**config.mk**
```make
export PLATFORM = sky130hd
export DESIGN_NAME = bus_master_port
export DESIGN_NICKNAME = d
export VERILOG_FILES = /design/src/rtl/bus_master_port.sv
export SDC_FILE = /design/constraint.sdc
export NUM_CORES = 1
export LEC_CHECK = 0
export BUFFER_PORTS_ARGS = -buffer_cell sky130_fd_sc_hd__buf_2
export CORE_MARGIN = 2
export CORE_UTILIZATION = 39
export DETAILED_ROUTE_END_ITERATION = 10
export MAX_ROUTING_LAYER = met4
export PLACE_DENSITY = 0.65
export SYNTH_ARGS = -nofsm -noshare
export SYNTH_HDL_FRONTEND = slang
export SYNTH_SLANG_ARGS = --single-unit
```
**constraint.sdc**
```tcl
create_clock -name clk -period 2.5 [get_ports clk]
set_input_delay 0.375 -clock clk [delete_from_list [all_inputs] [get_ports clk]]
set_output_delay 0.375 -clock clk [all_outputs]
set_load 0.03 [all_outputs]
```
**src/rtl/bus_master_port.sv**
```systemverilog
// ---------------------------------------------------------------------------
// bus_master_port
//
// Per-master front end for the shared backplane arbiter. It takes one
// read/write command from local logic and raises a bus request. Once the
// arbiter grants the bus, the port drives the command onto the bus and waits
// for a data strobe or an arbiter error. It then returns a one-cycle
// response. Arbiter errors are retried up to MAX_RETRY times. A grant that
// never arrives is aborted after GRANT_TIMEOUT cycles, and that case is not
// retried.
//
// Ports
//   clk, rst_n        clock (rising edge), asynchronous active-low reset
//   cmd_valid_i       command present; accepted when cmd_ready_o is high
//   cmd_ready_o       high only in IDLE
//   cmd_write_i       1 = write, 0 = read
//   cmd_addr_i        target address
//   cmd_wdata_i       write data
//   rsp_valid_o       one-cycle completion pulse (no back-pressure)
//   rsp_rdata_o       read data on a successful read, else 0
//   rsp_error_o       transfer failed (qualifies rsp_valid_o)
//   barq_o            bus request to arbiter
//   bagd_i            bus grant from arbiter
//   target_ready_i    arbiter target-ready (informational, unused)
//   data_strobe_i     arbiter data strobe, one cycle
//   error_i           arbiter timeout error, one cycle
//   bus_addr_o        address onto bus
//   bus_wdata_o       write data onto bus
//   bus_write_o       direction onto bus
//   bus_drive_o       output-enable for the bus_* drivers
//   bus_rdata_i       read data from bus
//
// Every output is a flop. Each output is computed from the next state, so
// it changes on the same edge as the state it belongs to.
// ---------------------------------------------------------------------------
module bus_master_port #(
  parameter int ADDR_WIDTH    = 16,
  parameter int DATA_WIDTH    = 16,
  parameter int MAX_RETRY     = 3,
  parameter int GRANT_TIMEOUT = 64
) (
  input  logic                  clk,
  input  logic                  rst_n,
  input  logic                  cmd_valid_i,
  output logic                  cmd_ready_o,
  input  logic                  cmd_write_i,
  input  logic [ADDR_WIDTH-1:0] cmd_addr_i,
  input  logic [DATA_WIDTH-1:0] cmd_wdata_i,
  output logic                  rsp_valid_o,
  output logic [DATA_WIDTH-1:0] rsp_rdata_o,
  output logic                  rsp_error_o,
  output logic                  barq_o,
  input  logic                  bagd_i,
  input  logic                  target_ready_i,
  input  logic                  data_strobe_i,
  input  logic                  error_i,
  output logic [ADDR_WIDTH-1:0] bus_addr_o,
  output logic [DATA_WIDTH-1:0] bus_wdata_o,
  output logic                  bus_write_o,
  output logic                  bus_drive_o,
  input  logic [DATA_WIDTH-1:0] bus_rdata_i
);

  // Counter widths. The retry counter is at least 1 bit wide so that
  // MAX_RETRY = 0 still yields a legal vector.
  localparam int RW = (MAX_RETRY > 0) ? $clog2(MAX_RETRY + 1) : 1;
  localparam int TW = (GRANT_TIMEOUT > 1) ? $clog2(GRANT_TIMEOUT + 1) : 1;
  localparam logic [RW-1:0] RETRY_LIMIT = RW'(MAX_RETRY);
  localparam logic [TW-1:0] TIMER_LIMIT = TW'(GRANT_TIMEOUT);

  typedef enum logic [2:0] {
    S_IDLE,
    S_REQ,
    S_GRANTED,
    S_ABORT,
    S_DONE_OK,
    S_DONE_ERR,
    S_RELEASE,
    S_RESP
  } state_t;

  // Control state
  state_t                state_q,  state_d;
  logic                  write_q,  write_d;
  logic [ADDR_WIDTH-1:0] addr_q,   addr_d;
  logic [DATA_WIDTH-1:0] wdata_q,  wdata_d;
  logic [DATA_WIDTH-1:0] rdata_q,  rdata_d;
  logic [RW-1:0]         retry_q,  retry_d;
  logic [TW-1:0]         timer_q,  timer_d;
  logic                  fail_q,   fail_d;

  // Registered outputs
  logic                  cmd_ready_q,  cmd_ready_d;
  logic                  rsp_valid_q,  rsp_valid_d;
  logic [DATA_WIDTH-1:0] rsp_rdata_q,  rsp_rdata_d;
  logic                  rsp_error_q,  rsp_error_d;
  logic                  barq_q,       barq_d;
  logic [ADDR_WIDTH-1:0] bus_addr_q,   bus_addr_d;
  logic [DATA_WIDTH-1:0] bus_wdata_q,  bus_wdata_d;
  logic                  bus_write_q,  bus_write_d;
  logic                  bus_drive_q,  bus_drive_d;

  logic [TW-1:0]         timer_inc;

  // Saturating increment of the grant timer.
  assign timer_inc = (timer_q == {TW{1'b1}}) ? timer_q : timer_q + 1'b1;

  // -------------------------------------------------------------------------
  // Next-state logic
  // -------------------------------------------------------------------------
  always_comb begin
    state_d = state_q;
    write_d = write_q;
    addr_d  = addr_q;
    wdata_d = wdata_q;
    rdata_d = rdata_q;
    retry_d = retry_q;
    timer_d = timer_q;
    fail_d  = fail_q;

    unique case (state_q)
      S_IDLE: begin
        // cmd_ready_o is high exactly when we are in IDLE.
        if (cmd_valid_i) begin
          write_d = cmd_write_i;
          addr_d  = cmd_addr_i;
          wdata_d = cmd_wdata_i;
          rdata_d = '0;
          retry_d = '0;
          timer_d = '0;
          fail_d  = 1'b0;
          state_d = S_REQ;
        end
      end

      S_REQ: begin
        if (bagd_i) begin
          state_d = S_GRANTED;
        end else begin
          timer_d = timer_inc;
          // A grant timeout is final and is not retried.
          if (timer_inc >= TIMER_LIMIT) begin
            fail_d  = 1'b1;
            state_d = S_RESP;
          end
        end
      end

      S_GRANTED: begin
        // A strobe wins over a coincident error.
        if (data_strobe_i) begin
          if (!write_q) begin
            rdata_d = bus_rdata_i;
          end
          state_d = S_DONE_OK;
        end else if (error_i) begin
          state_d = S_DONE_ERR;
        end else if (!bagd_i) begin
          state_d = S_ABORT;
        end
      end

      // The arbiter reports its error one cycle after the cycle ends, so
      // we let that cycle pass before treating the attempt as failed.
      S_ABORT: begin
        state_d = S_DONE_ERR;
      end

      S_DONE_OK: begin
        fail_d  = 1'b0;
        state_d = S_RESP;
      end

      S_DONE_ERR: begin
        if (retry_q < RETRY_LIMIT) begin
          retry_d = retry_q + 1'b1;
          state_d = S_RELEASE;
        end else begin
          fail_d  = 1'b1;
          state_d = S_RESP;
        end
      end

      // Keep the request low until the grant has been low for a full
      // cycle, so the arbiter sees a clean new request.
      S_RELEASE: begin
        if (!bagd_i) begin
          timer_d = '0;
          state_d = S_REQ;
        end
      end

      // Do not return to IDLE while a stale grant is still present.
      S_RESP: begin
        if (!bagd_i) begin
          state_d = S_IDLE;
        end
      end

      default: state_d = S_IDLE;
    endcase
  end

  // -------------------------------------------------------------------------
  // Output decode from the next state (registered below)
  // -------------------------------------------------------------------------
  always_comb begin
    cmd_ready_d = (state_d == S_IDLE);
    barq_d      = (state_d == S_REQ) || (state_d == S_GRANTED);
    bus_drive_d = (state_d == S_GRANTED);
    bus_addr_d  = bus_drive_d ? addr_d  : '0;
    bus_wdata_d = bus_drive_d ? wdata_d : '0;
    bus_write_d = bus_drive_d ? write_d : 1'b0;

    // Pulse only on entry to RESP; RESP may be held waiting for the grant
    // to drop.
    rsp_valid_d = (state_d == S_RESP) && (state_q != S_RESP);
    rsp_error_d = rsp_valid_d && fail_d;
    rsp_rdata_d = (rsp_valid_d && !fail_d && !write_d) ? rdata_d : '0;
  end

  // -------------------------------------------------------------------------
  // State and output registers
  // -------------------------------------------------------------------------
  always_ff @(posedge clk or negedge rst_n) begin
    if (!rst_n) begin
      state_q     <= S_IDLE;
      write_q     <= 1'b0;
      addr_q      <= '0;
      wdata_q     <= '0;
      rdata_q     <= '0;
      retry_q     <= '0;
      timer_q     <= '0;
      fail_q      <= 1'b0;
      cmd_ready_q <= 1'b1;
      rsp_valid_q <= 1'b0;
      rsp_rdata_q <= '0;
      rsp_error_q <= 1'b0;
      barq_q      <= 1'b0;
      bus_addr_q  <= '0;
      bus_wdata_q <= '0;
      bus_write_q <= 1'b0;
      bus_drive_q <= 1'b0;
    end else begin
      state_q     <= state_d;
      write_q     <= write_d;
      addr_q      <= addr_d;
      wdata_q     <= wdata_d;
      rdata_q     <= rdata_d;
      retry_q     <= retry_d;
      timer_q     <= timer_d;
      fail_q      <= fail_d;
      cmd_ready_q <= cmd_ready_d;
      rsp_valid_q <= rsp_valid_d;
      rsp_rdata_q <= rsp_rdata_d;
      rsp_error_q <= rsp_error_d;
      barq_q      <= barq_d;
      bus_addr_q  <= bus_addr_d;
      bus_wdata_q <= bus_wdata_d;
      bus_write_q <= bus_write_d;
      bus_drive_q <= bus_drive_d;
    end
  end

  assign cmd_ready_o = cmd_ready_q;
  assign rsp_valid_o = rsp_valid_q;
  assign rsp_rdata_o = rsp_rdata_q;
  assign rsp_error_o = rsp_error_q;
  assign barq_o      = barq_q;
  assign bus_addr_o  = bus_addr_q;
  assign bus_wdata_o = bus_wdata_q;
  assign bus_write_o = bus_write_q;
  assign bus_drive_o = bus_drive_q;

  // target_ready_i is informational only.
  logic unused_target_ready;
  assign unused_target_ready = target_ready_i;

endmodule

```
==> implementation parameters, run 1 <==
Parameter                              Value

Status
  Run status    finished clean

Place
  Final HPWL DP    6.19 mm
  Buffers on Ports    108
  Dpl cells    641
  Total cell area at the placement stage    0.00516 mm2
  Routability-driven placement congestion ratio    between 0.7 and 0.8
  Worst slack after detailed placement    approximately 250 ps

Logic synthesis
  Part of the Yosys area used for sequential elements    64.8%
  Syn_area_per_cell    about 11 um2
  Synth area leaders    sky130_fd_sc_hd__dfrtp_1, sky130_fd_sc_hd__nand2_1, sky130_fd_sc_hd__a21oi_1
  Fraction of post-synthesis cell area in the top cell type by area    64.2%
  Asr flop ratio synth    100%
  Net count after synthesis    ~460
  Post-Synthesis Cells    401
  Count of different cell masters after synthesis    50
  Largest area contributor in the synthesized netlist    sky130_fd_sc_hd__dfrtp_1
  Most used standard cells in the synthesized netlist    sky130_fd_sc_hd__nand2_1, sky130_fd_sc_hd__dfrtp_1, sky130_fd_sc_hd__a21oi_1
  Area of the mapped netlist    approximately 0.0045 mm2
  Total of flip-flops plus latches after synthesis    between 100 and 150
  Predominant post-synthesis flop cell    sky130_fd_sc_hd__dfrtp_1
  Most common cell in the synthesized netlist    sky130_fd_sc_hd__nand2_1
  Number of flops mapped to enable cells by yosys    0
  Yosys warns    0

Timing
  Max-slew violation count    0
  Fmax    ~450 MHz
  Crit path time final    2230 ps
  Post-route clock skew    9.02 ps
  Period utilisation layout    89.1%
  Fin Hold WS    186 ps
  Transition time of the tightest slew-check pin    640 ps
  RSZ-0062 raised after global routing    false
  Final hold violation count    0
  Final critical-path setup slack    271 ps
  Worst rel slew slack    57.1%
  Post-Route Setup TNS    0 ps
  Count of endpoints failing setup in the final report    0

Worst setup path
  Arrival time of the worst setup path    2530 ps
  Cell class contributing the biggest share of worst-path delay    simple AND/OR/NAND/NOR gates
  Setup crit end kind    register
  Critical path's slowest cell    sky130_fd_sc_hd__dfrtp_1
  Crit-path cells    or3b_4, o32ai_2, a221o_2, nand3_4, a21oi_1
  Critical Path Source Type    register
  Largest fanout of any net on the critical path    34
  Start-to-end type of the worst setup path    register to register
  Stage delay of the slowest cell on the critical path    520 ps
  Data required time at the worst endpoint    2810 ps
  Buf+Inv Stages, Crit Path    0

Clock tree
  Clock transition at path regs    roughly 50 ps
  Count of buffers added by post-CTS timing repair for setup    0
  CTS root buffer    sky130_fd_sc_hd__clkbuf_16
  Cts bufs inserted    17
  Worst skew pair latency    400 ps
  Number of sinks driven by the clock tree    116
  H-tree level count    4
  TritonCTS clock tree    built
  CTS max path bufs    2

Pwr
  Worst voltage drop across the vdd grid    0.517 mV
  Cell area power density    between 1000 and 1500 mW/mm2
  Total leakage power    between 0.003 and 0.004 uW

Die
  Floorplan die width    111 um
  Die Outline Area    0.0124 mm2
  FP Rows    39
  Number of top-level pins    110
  Die height    111 um
  Core Box Area    0.0113 mm2
  Initial cell density of the core    39.6%

Drt
  Total number of vias    3223
  Number of DRC markers in iteration 0    114
  Mean routed wirelength per cell    13.6 um
  Drt total wl    9.17 mm
  Final antenna-violating net count    0
  Vias per cell    about 4.8
  Drt first pass iters    4
  Number of DRC violations after detailed routing    0

Finish
  Post-layout instance area    0.00575 mm2
  Layout cell share with drive strength beyond 1    32.1%
  Final non-filler cell total    just under 700
  Nets    576
  Antenna diode count    0
  Area growth from synthesis to layout    28.3%
  Number of filler instances in the final layout    1034

Global route
  Global-route wire length before repair    15.4 mm
  Via count of the first global-routing pass    around 3.4k
  Maximum number of pins on one net before global-route repair    47
  Antenna violations before repair    0
  Global-route usage over all layers    16.1%
  Remaining Overflow, GRT    0

Hold path
  Min-delay worst type    input pin to register

Run
  Max capacitance violation total    0
## registers in the layout, indices dropped and copies added (netlist names), 3 cells and up
name	flops
rsp_rdata_o	16
state_q	3
addr_q	16
timer_q	7
rdata_q	16
bus_wdata_o	16
wdata_q	16
bus_addr_o	16
## power by group
group          switching, uW  internal [uW]
combinational           1160            643
sequential               227           2420
clock                    793           1530
## final timing paths
check,from,end,slack [ps],cells past startpoint
setup / recovery,state_q[0],bus_addr_o[6],270,5
hold / removal,cmd_addr_i[8],addr_q[8],190,3
setup reg to reg,state_q[0],bus_addr_o[6],270,5
hold reg to reg,addr_q[11],addr_q[11],470,2
max in group asynchronous,rst_n,cmd_ready_o,1420,3
min in group asynchronous,rst_n,rdata_q[13],410,2
## per-stage QoR
stage	util [%]	power, uW
3_3_place_gp	45.6	4430
3_5_place_dp	45.6	4500
6_report	50.8	6780
5_1_grt	50.8	7180
4_1_cts	50.8	6860
2_1_floorplan	-	4060
## final cells by class
cell class	instances	area, um2	share of cell area, %
clock buffers	22	474	8.25
clock inverters	9	104	1.81
inverters	6	22.5	0.392
multi-input cells	258	1420	24.8
flip-flops and latches	116	2900	50.5
well taps	143	179	3.11
repair buffers	119	641	11.1
## kinds of logic (layout without fill, tap and decap cells)
family | Yosys count | in the layout | share of synthesized area [%]
AND/OR/NAND/NOR | 179 | 179 | 19.7
flip-flops | 116 | 116 | 64.8
AO/OA/AOI/OAI | 70 | 70 | 10.0
buffers and inverters | 27 | 156 | 3.41
multiplexers | 4 | 4 | 0.922
XOR/XNOR | 3 | 3 | 0.587
adder cells (fa/ha/maj) | 2 | 2 | 0.559
## layer usage
layer	share of wire [%]	vias to the layer above	GRT usage [%]
met5	0	-	-
met4	0.87	0	5.43
met3	5.0	6	6.07
met2	49	71	25.9
met1	45	1583	18.7
li1	-	1563	-
## worst register-to-register path, cell delays in order, from the launching register on
cell and delay [ps]:
sky130_fd_sc_hd__dfrtp_1 520, sky130_fd_sc_hd__or3b_4 480, sky130_fd_sc_hd__o32ai_2 230, sky130_fd_sc_hd__a221o_2 270, sky130_fd_sc_hd__nand3_4 360, sky130_fd_sc_hd__a21oi_1 290
## what timing repair did
item,in CTS,in global routing
hold buffers,1,0
hold endpoints to repair,19,0
endpoints found under the setup margin,0,0
gates resized for setup,0,0
## placed cells by master, fill, tap and decap left out, types with 3 or more instances in the layout
cell	synthesis	layout
sky130_fd_sc_hd__inv_1	6	6
sky130_fd_sc_hd__clkbuf_8	0	3
sky130_fd_sc_hd__a21oi_1	34	34
sky130_fd_sc_hd__nor2b_1	11	11
sky130_fd_sc_hd__clkbuf_16	0	17
sky130_fd_sc_hd__dfrtp_1	115	115
sky130_fd_sc_hd__clkinv_2	0	4
sky130_fd_sc_hd__nor2_1	13	13
sky130_fd_sc_hd__nand2_1	118	118
sky130_fd_sc_hd__buf_4	1	10
sky130_fd_sc_hd__a22o_1	9	9
sky130_fd_sc_hd__mux2i_1	3	3
sky130_fd_sc_hd__buf_2	8	107
sky130_fd_sc_hd__xor2_1	3	3
sky130_fd_sc_hd__o21ai_0	10	10
sky130_fd_sc_hd__a21oi_2	3	3
sky130_fd_sc_hd__and3_1	4	4
sky130_fd_sc_hd__nor3b_1	4	4
sky130_fd_sc_hd__nor2b_2	8	8
Power figures use the tool's default switching activity.
==> run 2, diff against run 1 <==
- ABC_AREA: default -> 1
- CORE_MARGIN: 2 -> 3
==> run 2 against run 1 <==
Net effect: critical path depth is 3 higher; synthesized area grew 8.5%; clock skew about the same; wire length increased by 11%; register-to-register slack better by 90 ps; sequential cell count stayed put; synthesized cell count increased by 31%; non-clock buffer count fell by 6; first-iteration DRC count rose by 140%; combinational power is 53% higher; hold slack better by 13 ps; core utilization rose by 0.27 points.
==> implementation parameters, run 2 <==
Parameter                              Value

Clock tree
  CTS max path bufs    2
  TritonCTS clock tree    built
  Resized cells post-CTS    0
  H-tree level count    4
  Clock transition at path regs    50 ps
  Worst skew pair latency    410 ps
  CTS root buffer    sky130_fd_sc_hd__clkbuf_16
  Number of sinks driven by the clock tree    116
  Cts bufs inserted    17

Logic synthesis
  Syn_area_per_cell    roughly 9.2 um2
  Post-Synthesis Cells    527
  Most common cell in the synthesized netlist    sky130_fd_sc_hd__dfrtp_1
  Most used standard cells in the synthesized netlist    sky130_fd_sc_hd__dfrtp_1, sky130_fd_sc_hd__inv_1, sky130_fd_sc_hd__nand2_1
  Number of flops mapped to enable cells by yosys    0
  Total of flip-flops plus latches after synthesis    roughly 120
  Predominant post-synthesis flop cell    sky130_fd_sc_hd__dfrtp_1
  Synth area leaders    sky130_fd_sc_hd__dfrtp_1, sky130_fd_sc_hd__inv_1, sky130_fd_sc_hd__nand2_1
  Area of the mapped netlist    0.00486 mm2
  Fraction of post-synthesis cell area in the top cell type by area    59.2%
  Asr flop ratio synth    100%
  Part of the Yosys area used for sequential elements    59.8%
  Yosys warns    0
  Net count after synthesis    approximately 600
  Largest area contributor in the synthesized netlist    sky130_fd_sc_hd__dfrtp_1
  Count of different cell masters after synthesis    28

Timing
  Max-slew violation count    0
  Fin Hold WS    just under 200 ps
  RSZ-0062 raised after global routing    false
  Transition time of the tightest slew-check pin    582 ps
  Period utilisation layout    85.4%
  Crit path time final    2130 ps
  Count of endpoints failing setup in the final report    0
  Final critical-path setup slack    365 ps
  Post-route clock skew    8.94 ps
  Fmax    468 MHz
  Worst rel slew slack    61.2%
  Post-Route Setup TNS    0 ps
  Final hold violation count    0

Status
  Run status    finished clean

Hold path
  Depth of the worst hold-timing path    3
  Endpoint with the worst hold slack    wdata_q[9]
  Hold wc startpoint    cmd_wdata_i[9]
  Min-delay worst type    input pin to register

Finish
  Layout cell share with drive strength beyond 1    ~30%
  Area growth from synthesis to layout    27.2%
  Most common cell after layout, fill and taps aside    sky130_fd_sc_hd__dfrtp_1
  Number of filler instances in the final layout    1131
  Antenna diode count    0
  Flip-flop and latch area    0.00290 mm2
  Nets    698
  Area used by multi-input combinational logic    around 0.0014 mm2
  Most used cells in the layout excluding fill and tap cells    sky130_fd_sc_hd__dfrtp_1, sky130_fd_sc_hd__buf_2, sky130_fd_sc_hd__inv_1, sky130_fd_sc_hd__nand2_1, sky130_fd_sc_hd__o21ai_0

Worst setup path
  Worst r2r dst    bus_wdata_o[9]
  Setup crit end kind    register
  Largest fanout of any net on the critical path    34
  Stage delay of the slowest cell on the critical path    620 ps
  Critical path's slowest cell    sky130_fd_sc_hd__dfrtp_1
  Arrival time of the worst setup path    roughly 2500 ps
  Critical Path Source Type    register
  Buf+Inv Stages, Crit Path    0
  Cell class contributing the biggest share of worst-path delay    simple AND/OR/NAND/NOR gates
  Crit-path cells    nor2_4, nand2_4, nor2_1, nor2_1, nand2_1, nand2_2, nand3_4, nor2_1
  Number of cells on the worst reg-to-reg path    8
  Data required time at the worst endpoint    2820 ps
  Reg-to-reg slack, setup    ~370 ps
  Start-to-end type of the worst setup path    register to register
  Most prevalent standard cell on the critical path    sky130_fd_sc_hd__nor2_1
  Worst reg2reg path startpoint    state_q[2]

Die
  Die height    118 um
  Die Outline Area    0.0138 mm2
  Core Box Area    0.0121 mm2
  Initial cell density of the core    about two fifths
  Floorplan die width    118 um
  FP Rows    40
  Number of top-level pins    110

Pwr
  Total leakage power    between 0.003 and 0.004 uW
  Worst voltage drop across the vdd grid    0.435 mV
  Cell area power density    1320 mW/mm2

Drt
  Drt total wl    10.2 mm
  Number of DRC violations after detailed routing    0
  Mean routed wirelength per cell    about 12 um
  Drt first pass iters    4
  Total number of vias    approximately 3.7k
  Final antenna-violating net count    0
  Number of DRC markers in iteration 0    ~270
  Vias per cell    4.49

Place
  Worst slack after detailed placement    353 ps
  Routability-driven placement congestion ratio    between 0.8 and 0.9
  Buffers on Ports    about 110
  Final HPWL DP    6.84 mm

Global route
  Remaining Overflow, GRT    0
  Antenna violations before repair    0
  Via count of the first global-routing pass    3654
  Global-route wire length before repair    17.2 mm
  Global-route usage over all layers    about 16%
  Maximum number of pins on one net before global-route repair    66

Run
  Max capacitance violation total    0
run 2: timing repair:
item	CTS	global route
hold buffers	1	0
hold endpoints to repair	34	0
setup buffers	0	0
endpoints found under the setup margin	0	0
run 2: worst reg2reg max path, cell delays in order, from the launching register on:
cell	delay, ps
sky130_fd_sc_hd__dfrtp_1	620
sky130_fd_sc_hd__nor2_4	80
sky130_fd_sc_hd__nand2_4	210
sky130_fd_sc_hd__nor2_1	80
sky130_fd_sc_hd__nor2_1	100
sky130_fd_sc_hd__nand2_1	110
sky130_fd_sc_hd__nand2_2	130
sky130_fd_sc_hd__nand3_4	430
sky130_fd_sc_hd__nor2_1	280
run 2: layout make-up:
| class | instances | area share (%) |
|---|---|---|
| sequential | 116 | 47.0 |
| multi-input combinational | 284 | 22.8 |
| timing repair buffer | 113 | 9.84 |
| clock buffer | 23 | 8.06 |
| inverter | 108 | 6.56 |
| tap | 168 | 3.40 |
| clock inverter | 8 | 2.37 |
run 2: layer usage:
metal / global-route usage, % / wire (um)
met1: 19.0 / 4610
met2: 25.0 / 4800
met3: 5.53 / 553
met4: 7.91 / 212
met5: - / 0
run 2: stage by stage:
step	util [%]	area (um2)	total power, uW	instances
2_1_floorplan	-	4860	4980	527
3_3_place_gp	45.6	5530	5530	788
3_5_place_dp	45.6	5530	5650	788
4_1_cts	51.0	6180	8310	820
5_1_grt	51.0	6180	8750	820
6_report	51.0	6180	8190	820
run 2: how the worst max path moves through the flow:
stage                     startpoint               to  cells after the start
final                     state_q[2]   bus_wdata_o[9]                      8
after global routing      state_q[2]  bus_wdata_o[15]                      8
after CTS                 state_q[2]  bus_wdata_o[15]                      8
after floorplan           timer_q[0]    bus_addr_o[1]                      9
after detailed placement  state_q[2]  bus_wdata_o[15]                      8
after global placement    state_q[2]      bus_write_o                      8
run 2: power breakdown:
part,internal (uW),switching (uW),leakage [uW]
Clock,1790,803,0.000315
Combinational,778,1990,0.00165
Sequential,2530,289,0.00147
run 2: cells by family after synthesis:
kind of cell             count (synthesis)  share of synthesized area, %
AO/OA/AOI/OAI                           98                          11.1
XOR/XNOR                                 2                         0.361
buffers and inverters                  127                          11.2
flip-flops                             116                          59.8
adder cells (fa/ha/maj)                  2                         0.515
AND/OR/NAND/NOR                        182                          17.0
==> run 3, diff against run 2 <==
--- a/config.mk
+++ b/config.mk
@@ -13,3 +13,3 @@
 export MAX_ROUTING_LAYER = met4
-export PLACE_DENSITY = 0.65
+export PLACE_DENSITY = 0.61
 export SYNTH_ARGS = -nofsm -noshare
==> constraint.sdc (replaced) <==
create_clock -name clk -period 2.5 [get_ports clk]
set_input_delay 0.125 -clock clk [delete_from_list [all_inputs] [get_ports clk]]
set_output_delay 0.125 -clock clk [all_outputs]
set_load 0.03 [all_outputs]
==> run 3 against run 2 <==
Net effect: sequential power is essentially flat; die area unchanged; maximum frequency is 4.0% higher; hold slack lost 190 ps; core utilization grew 2.8 points; final area is 5.4% higher; first-iteration DRC count down 19%; combinational power increased by 2%; non-clock buffer count increased by 35; clock power fell by 4%; largest cell class unchanged.
==> implementation parameters, run 3 (synthesis gave the netlist of run 2 again) <==
Parameter                              Value

Status
  Run status    finished clean

Drt
  Final antenna-violating net count    0
  Vias per cell    between 4 and 5
  Total number of vias    3779
  Amount of wire on met2 after detailed routing    between 4 and 5 mm
  Number of DRC violations after detailed routing    0
  Detailed route wirelength on metal3    557 um
  Drt first pass iters    4
  Routed metal-1 wirelength    about 4.7 mm
  Max Used Layer    met4
  Number of DRC markers in iteration 0    219
  Drt total wl    between 10 and 15 mm
  Mean routed wirelength per cell    12.0 um

Worst setup path
  Setup crit end kind    register
  Critical Path Source Type    register
  Data required time at the worst endpoint    2820 ps
  Largest fanout of any net on the critical path    19
  Arrival time of the worst setup path    2380 ps
  Start-to-end type of the worst setup path    register to register

Global route
  Remaining Overflow, GRT    0
  Antenna violations before repair    1
  Via count of the first global-routing pass    3813
  Maximum number of pins on one net before global-route repair    117
  Global-route wire length before repair    between 15 and 20 mm
  Global-route usage over all layers    16.7%

Die
  Core Box Area    0.0121 mm2
  Die Outline Area    0.0138 mm2
  Floorplan die width    roughly 120 um
  Number of top-level pins    110
  Die height    118 um
  FP Rows    40
  Initial cell density of the core    40.1%

Timing
  Count of endpoints failing setup in the final report    0
  Crit path time final    2050 ps
  Final hold violation count    0
  Period utilisation layout    82.1%
  Transition time of the tightest slew-check pin    931 ps
  Fmax    487 MHz
  Post-route clock skew    just over 10 ps
  Post-Route Setup TNS    0 ps
  RSZ-0062 raised after global routing    false
  Final critical-path setup slack    446 ps
  Worst rel slew slack    37.8%
  Max-slew violation count    0

Finish
  Nets    733
  Post-layout instance area    0.00652 mm2
  Area used by multi-input combinational logic    0.00141 mm2
  Most used cells in the layout excluding fill and tap cells    sky130_fd_sc_hd__dfrtp_1, sky130_fd_sc_hd__buf_2, sky130_fd_sc_hd__inv_1, sky130_fd_sc_hd__nand2_1, sky130_fd_sc_hd__dlygate4sd3_1
  Area growth from synthesis to layout    34.1%
  Final standard cell utilization of the core    between 50% and 60%
  Most common cell after layout, fill and taps aside    sky130_fd_sc_hd__dfrtp_1
  Layout cell share with drive strength beyond 1    about 28%
  Flip-flop and latch area    slightly below 0.003 mm2
  Number of filler instances in the final layout    1116

Run
  Max capacitance violation total    0

Place
  Worst slack after detailed placement    435 ps
  Final HPWL DP    6.45 mm
  Total cell area at the placement stage    0.00553 mm2
  Routability-driven placement congestion ratio    0.845
  Buffers on Ports    about 110

Pwr
  Internal power    5030 uW
  Total leakage power    0.00357 uW
  Clock group share of total power    30.5%
  Fraction of power consumed by sequential logic    roughly a third
  Switching power summed over all nets    3080 uW
  Cell area power density    roughly 1200 mW/mm2
  Worst voltage drop across the vdd grid    0.429 mV
  Combinational share of power    a little over a third
  Switching part of the total power    38.0%

Clock tree
  CTS root buffer    sky130_fd_sc_hd__clkbuf_16
  Number of sinks driven by the clock tree    116
  Cts bufs inserted    17
  TritonCTS clock tree    built
  CTS max path bufs    2
  H-tree level count    4
  Worst skew pair latency    410 ps
  Clock transition at path regs    50 ps

Hold path
  Min-delay worst type    input pin to register
[run 3: power groups by stage]
| stage | combinational (uW) | clock (uW) | sequential (uW) |
|---|---|---|---|
| floorplan | 1640 | 0 | 3340 |
| global placement | 2750 | 0 | 2810 |
| detailed placement | 2810 | 0 | 2840 |
| CTS | 2870 | 2530 | 2810 |
| global route | 3180 | 2640 | 2890 |
| finish | 2830 | 2480 | 2810 |
[run 3: final cells by class]
type                       count  area share, %
antenna                        1         0.0384
clock buffer                  23           7.49
clock inverter                 8           1.90
inverter                     108           6.22
multi-input combinational    284           21.6
sequential                   116           44.6
tap                          168           3.23
timing repair buffer         148           14.9
[run 3: stage by stage]
stage / hold WS [ps] / total power, uW / std cells
3_5_place_dp: 269 / 5650 / 787
6_report: 13.1 / 8120 / 856
5_1_grt: 21.6 / 8700 / 856
2_1_floorplan: -171 / 4980 / 527
3_3_place_gp: 263 / 5570 / 787
4_1_cts: 0.375 / 8220 / 855
[run 3: critical path: stages (launching register included)]
cell	delay, ps
sky130_fd_sc_hd__dfrtp_1	580
sky130_fd_sc_hd__inv_2	110
sky130_fd_sc_hd__nand2_2	130
sky130_fd_sc_hd__nor2_4	40
sky130_fd_sc_hd__nand2_2	300
sky130_fd_sc_hd__nand2_1	110
sky130_fd_sc_hd__o21ai_2	100
sky130_fd_sc_hd__nand2_2	310
sky130_fd_sc_hd__a21oi_1	260
[run 3: routing by layer]
metal / GRT usage (%) / vias up
met5: - / -
met4: 7.99 / 0
met3: 5.96 / 23
met2: 25.3 / 100
met1: 20.1 / 1745
li1: - / 1911
[run 3: what timing repair did]
item                                    4_1_cts  5_1_grt
hold buffers                                 37        0
endpoints found under the setup margin        0        0
endpoints found under the hold margin       160        0
gates resized for setup                       0        0
buffers inserted                              0        0
[run 3: worst paths after layout]
kind                                 startpoint               to  slack [ps]  depth (start not counted)
min in group asynchronous                 rst_n        addr_q[5]         300                          3
worst min-delay path            bus_rdata_i[14]      rdata_q[14]          10                          3
worst max-delay path                 state_q[1]  rsp_rdata_o[15]         450                          8
worst min register to register       rdata_q[0]       rdata_q[0]         500                          2
worst max register to register       state_q[1]  rsp_rdata_o[15]         450                          8
max in group asynchronous                 rst_n       rdata_q[7]        1680                          3
